<file path="src/rtl/pwm_duty_decoder.sv">
// ---------------------------------------------------------------------------
// pwm_duty_decoder
//
// Measures the duty of eight asynchronous PWM lines over a fixed frame of
// PERIOD clock cycles and exposes the eight 7-bit high-counts in parallel
// (duty_out) and, on request, as a 56-bit serial stream.
//
// Ports
//   clk         sole clock, rising edge
//   reset       asynchronous, active-high
//   pwm_in      8 asynchronous PWM lines, channel c on bit c
//   duty_out    captured high-counts, channel c on bits [7c+6:7c]
//   duty_valid  one-cycle pulse when duty_out has just been updated
//   rd_start    request a serial readout of duty_out
//   busy        serial readout in progress
//   ser_out     serial data bit (0 when ser_valid is low)
//   ser_valid   ser_out carries a valid bit
//   ser_last    marks the 56th (final) bit of a readout
// ---------------------------------------------------------------------------
module pwm_duty_decoder #(
  parameter int PERIOD = 100
) (
  input  logic        clk,
  input  logic        reset,
  input  logic [7:0]  pwm_in,
  output logic [55:0] duty_out,
  output logic        duty_valid,
  input  logic        rd_start,
  output logic        busy,
  output logic        ser_out,
  output logic        ser_valid,
  output logic        ser_last
);

  localparam int          NUM_CH   = 8;
  localparam int          CNT_W    = 7;
  localparam logic [6:0]  LAST_CNT = 7'(PERIOD - 1);
  localparam logic [5:0]  LAST_BIT = 6'd55;

  typedef enum logic {
    IDLE,
    SHIFT
  } state_t;

  logic [7:0]       sync_meta;
  logic [7:0]       sync_q;
  logic [6:0]       frame_cnt;
  logic             frame_end;
  logic [CNT_W-1:0] high_cnt [NUM_CH];

  state_t           state;
  state_t           state_next;
  logic             load;
  logic [55:0]      shift_reg;
  logic [55:0]      snapshot;
  logic [5:0]       bit_cnt;

  // Two-flop synchronizer per channel; sync_q is the only copy of the
  // PWM lines that the rest of the design may look at.
  always_ff @(posedge clk or posedge reset) begin
    if (reset) begin
      sync_meta <= '0;
      sync_q    <= '0;
    end else begin
      sync_meta <= pwm_in;
      sync_q    <= sync_meta;
    end
  end

  // Free-running frame counter; the cycle at PERIOD-1 is the capture cycle.
  always_ff @(posedge clk or posedge reset) begin
    if (reset) begin
      frame_cnt <= '0;
    end else if (frame_end) begin
      frame_cnt <= '0;
    end else begin
      frame_cnt <= frame_cnt + 7'd1;
    end
  end

  assign frame_end = (frame_cnt == LAST_CNT);

  // Per-channel high counters. On the capture cycle the current sample is
  // folded into the captured value while the counter restarts from zero, so
  // every synchronized sample lands in exactly one frame.
  always_ff @(posedge clk or posedge reset) begin
    if (reset) begin
      for (int c = 0; c < NUM_CH; c++) begin
        high_cnt[c] <= '0;
      end
      duty_out   <= '0;
      duty_valid <= 1'b0;
    end else begin
      duty_valid <= frame_end;
      for (int c = 0; c < NUM_CH; c++) begin
        if (frame_end) begin
          duty_out[CNT_W*c +: CNT_W] <= high_cnt[c] + {6'd0, sync_q[c]};
          high_cnt[c]                <= '0;
        end else begin
          high_cnt[c] <= high_cnt[c] + {6'd0, sync_q[c]};
        end
      end
    end
  end

  // Reorder duty_out so that channel 0 sits at the top of the shift
  // register with its bit 6 first; shifting left then yields channel 0
  // MSB-first, followed by channels 1..7.
  always_comb begin
    snapshot = '0;
    for (int c = 0; c < NUM_CH; c++) begin
      snapshot[55 - CNT_W*c -: CNT_W] = duty_out[CNT_W*c +: CNT_W];
    end
  end

  // Readout state register.
  always_ff @(posedge clk or posedge reset) begin
    if (reset) begin
      state <= IDLE;
    end else begin
      state <= state_next;
    end
  end

  // Readout next-state and outputs. Outputs are decoded from the state so
  // that an asynchronous reset silences the serial port immediately.
  always_comb begin
    state_next = state;
    load       = 1'b0;
    busy       = 1'b0;
    ser_valid  = 1'b0;
    ser_out    = 1'b0;
    ser_last   = 1'b0;
    case (state)
      IDLE: begin
        if (rd_start) begin
          load       = 1'b1;
          state_next = SHIFT;
        end
      end
      SHIFT: begin
        busy      = 1'b1;
        ser_valid = 1'b1;
        ser_out   = shift_reg[55];
        if (bit_cnt == LAST_BIT) begin
          ser_last   = 1'b1;
          state_next = IDLE;
        end
      end
      default: begin
        state_next = IDLE;
      end
    endcase
  end

  // Shift register and bit counter. The snapshot is taken from the
  // registered duty_out, so a capture on the same edge is not seen, and
  // later captures cannot disturb a readout in progress.
  always_ff @(posedge clk or posedge reset) begin
    if (reset) begin
      shift_reg <= '0;
      bit_cnt   <= '0;
    end else if (load) begin
      shift_reg <= snapshot;
      bit_cnt   <= '0;
    end else if (state == SHIFT) begin
      shift_reg <= {shift_reg[54:0], 1'b0};
      bit_cnt   <= bit_cnt + 6'd1;
    end
  end

endmodule
</file>
<file path="config.mk">
export PLATFORM = sky130hd
export DESIGN_NAME = pwm_duty_decoder
export DESIGN_NICKNAME = d
export VERILOG_FILES = /design/src/rtl/pwm_duty_decoder.sv
export SDC_FILE = /design/constraint.sdc
export NUM_CORES = 1
export LEC_CHECK = 0
export CORE_UTILIZATION = 52
export DETAILED_ROUTE_END_ITERATION = 7
export PLACE_DENSITY = 0.77
export SYNTH_ARGS = -nofsm -noshare
export SYNTH_HDL_FRONTEND = slang
export SYNTH_SLANG_ARGS = --single-unit
</file>
<file path="constraint.sdc">
create_clock -name clk -period 7.5 [get_ports clk]
set_clock_uncertainty 0.2 [all_clocks]
set_input_delay 1.125 -clock clk [delete_from_list [all_inputs] [get_ports clk]]
set_output_delay 1.125 -clock clk [all_outputs]
set_load 0.005 [all_outputs]
</file>
==> reports/results.txt <==
The run finished with clean final reports. The run gives 0.500 as the sequential cell fraction of total power. The clock-pin slew reported for the worst setup and hold paths after clock tree synthesis works out to 70 ps. The largest single stage delay on the critical path is 1070 ps. The count of routing violations after the opening detailed-route iteration was 375. After routing, the total negative slack on setup checks comes to 0 ps.

Setup violations remaining at the end of the flow were counted as 0. For the floorplan die area, the log shows 0.0164 mm^2. The primary flip-flop cell chosen by synthesis mapping is dfrtp_1.

In this run the power spent charging and discharging nets is 812 uW. The max-slew violation total from the final report came out at 0. The switching portion of total power is 0.285, and the area of the mapped netlist is 0.00827 mm^2. Input and output buffers added on the ports amount to 71. For the final antenna diode count, the log shows 0.

Pin placement for this block handled 72 I/O pins. The logs give 0 for the number of cells upsized or downsized after cts and 147 for the maximum number of pins on one net before global-route repair. During synthesis, Yosys emitted a total of 0 warnings.

Synthesis inferred 199 register bits. The routed wire length is 16100 um, and the post-detailed-placement half-perimeter wirelength is 9940 um. The setup path with the least slack is of type flip-flop to primary output. Yosys attributes the largest share of cell area to dfrtp_1 (60%), mux2i_1 (6.9%), a21oi_1 (4.5%). The placeable core area is 0.0154 mm^2. The worst-case IR drop observed on VDD is 0.179 mV. The area share of the largest cell type after synthesis was 0.602; the period utilization was 0.518. The worst-case headroom to the max-slew limit was 0.294; the post-detailed-placement cell area was 0.00904 mm^2.

Along the worst path, the maximum fanout reaches 122. STA puts the critical path data required time at 6170 ps. The average cell area after synthesis is 11.6 um^2, and the post-CTS repair timing setup buffer count is 0. The logs give 0.164 for the combinational fraction of design power and 30 for the number of distinct library cells after synthesis.

Static timing analysis puts the maximum clock frequency at 257 MHz. The cell taking the most area after synthesis is dfrtp_1. Signal arrival time at the worst endpoint: 2560 ps. The net count after synthesis is 744, and the wire length of the first global-routing pass is 27200 um. In this run the horizontal extent of the chip is 128 um.

The share of synthesized area occupied by flip-flops and latches is 0.602, and the clock network fraction of design power is 0.336. The startpoint type of the worst setup path is a flip-flop. The run gives 0 as the initial antenna violation count.

In this run the power density over the cells is 295 mW/mm^2. Routability-driven placement finished with a final weighted congestion of 0.790. The tools report the worst reg2reg path startpoint as frame_cnt[0]$_DFF_PP0_. The internal power consumption was 2.03 mW.

The number of vias per cell was 5.56; the proportion of layout cells with a drive suffix above 1 was 0.0835. For the post-synthesis instance total, the log shows 715. The most common cell in the netlist was dfrtp_1.

The final hold violation count is 0. Summed over all layers, the global routing overflow is 0. In this run the static leakage power is 4.27 nW. Once detail routing completed, the nets flagged for antenna violations numbered 0. The timing startpoint of the critical path is state$_DFF_PP0_. The clock passes through at most 2 buffers. The pre-antenna-repair detailed-routing pass consisted of 5 iterations. Power comes to 2.85 mW. The signal on the critical path passes through nand4_1, nor3b_1, clkdlybuf4s50_1.

Setup repair after global routing left no endpoint under its margin. Counting flops with a built-in enable in the synthesized netlist gives 0. The number of buffers added to fix hold violations after cts was 0; the post-synthesis async set-or-reset flop share was 1.00. TritonCTS built the clock tree.

The synthesis-to-finish area growth is 16.8%. In this run the most critical hold path is launched from sync_meta[1]$_DFF_PP0_. Clock latency on the worst-skew pair, taken at its later pin, is 430 ps.

Max-cap violations in this run came to 0. After layout, the minimum clock period comes to 3890 ps. Number of global-route vias before repair: 5523.

The worst setup path is captured at a primary output. In the synthesized netlist, the cells that appear most often are dfrtp_1 (199), a21oi_1 (74), nand2_1 (73), o21ai_0 (73), mux2i_1 (57). Hold is met by 151 ps.

At the pin with the least slew margin, the transition time is 1060 ps. Dividing the detail-routed wire length by the instance count gives 16.3 um. The logs give 0 for the number of remaining DRC errors and 1166 for the count of filler cells inserted in the layout. The utilization after layout is 0.629.

In this run the clock root is driven by a clkbuf_16. Counting the buffers created by CTS gives 17. The clock net sink count is 199, and the effective utilization at floorplan is 0.538. The final layout contains 794 nets. The tools report the via count as 5503. The die is 128 um tall. The H-tree depth is 4. The total routing usage reported by global routing was 0.213; the total non-filler cell area in the finished layout was 0.00967 mm^2. The initialized floorplan defines 45 standard-cell rows. For this design, the slowest cell found on the critical path is dfrtp_4. The tightest min-delay check is of the flip-flop to flip-flop type.
## worst paths after layout
check,endpoint,slack [ps],cells past startpoint
max,ser_last,3610,3
max in group asynchronous,shift_reg[2]$_DFFE_PP0P_,4700,3
max reg2reg,duty_out[50]$_DFFE_PP0N_,4670,5
min reg2reg,sync_q[1]$_DFF_PP0_,150,0
min in group asynchronous,bit_cnt[5]$_DFFE_PP0P_,1080,2
min,sync_q[1]$_DFF_PP0_,150,0
## through the flow
stage          setup WS [ps]  cells
2_1_floorplan            749    715
4_1_cts                 3540    989
5_1_grt                 3390    989
3_5_place_dp            4020    957
6_report                3610    989
3_3_place_gp            4040    957
## critical path, delay by kind of cell (launching register included)
kind	cells	cell delay, ps
flops	1	1070
simple gates	2	480
buf+inv	1	560
## layout by cell type, fill, tap and decap left out, types with 2 or more instances in the layout
| cell type | Yosys | routed |
|---|---|---|
| a21oi_1 | 74 | 74 |
| mux2i_1 | 57 | 57 |
| mux2_4 | 12 | 12 |
| clkinv_2 | 0 | 4 |
| xnor2_1 | 12 | 12 |
| a21oi_2 | 8 | 8 |
| nor2b_1 | 17 | 16 |
| nand4_1 | 3 | 3 |
| o21ai_0 | 73 | 73 |
| nand2b_1 | 2 | 2 |
| bufinv_16 | 0 | 4 |
| buf_4 | 1 | 5 |
| clkdlybuf4s50_1 | 0 | 70 |
| clkinvlp_4 | 0 | 4 |
| or3_1 | 17 | 17 |
| xor2_1 | 17 | 17 |
| ha_1 | 18 | 18 |
| a31oi_1 | 16 | 16 |
| nand3_1 | 28 | 28 |
| mux2_2 | 5 | 5 |
| clkbuf_16 | 0 | 17 |
| a22o_1 | 3 | 3 |
| nor2_1 | 29 | 29 |
| dfrtp_1 | 199 | 198 |
| nand2_1 | 73 | 73 |
## layer usage
layer  wire length [um]  global-route usage
met2               7880               0.340
met5                  0                   0
met1               7320               0.286
met4                313              0.0913
met3                612              0.0430
## power by group through the flow
stage,Combinational (mW),Clock (mW),Sequential [mW]
after floorplan,0.385,0,1.38
after global placement,0.433,0,1.42
after detailed placement,0.465,0,1.44
after CTS,0.472,0.971,1.42
after global routing,0.536,1.02,1.45
final,0.466,0.957,1.42
## logic make-up after synthesis
kind of cell	count (synthesis)	synth area share
flops	199	0.602
fa+ha+maj	18	0.0272
compound gates	176	0.114
mux	74	0.0975
buf+inv	46	0.0315
xor+xnor	29	0.0307
simple gates	173	0.0966
## area by class of cell
class                           instances  area, um^2  area share
Inverter                                2        15.0     0.00155
Tap cell                              211         264      0.0273
Multi-Input combinational cell        470        3040       0.315
Timing Repair Buffer                   75         738      0.0764
Sequential cell                       199        4980       0.516
Clock inverter                         13         179      0.0185
Clock buffer                           19         443      0.0458
No activity file was read; power rests on OpenSTA's default activity.
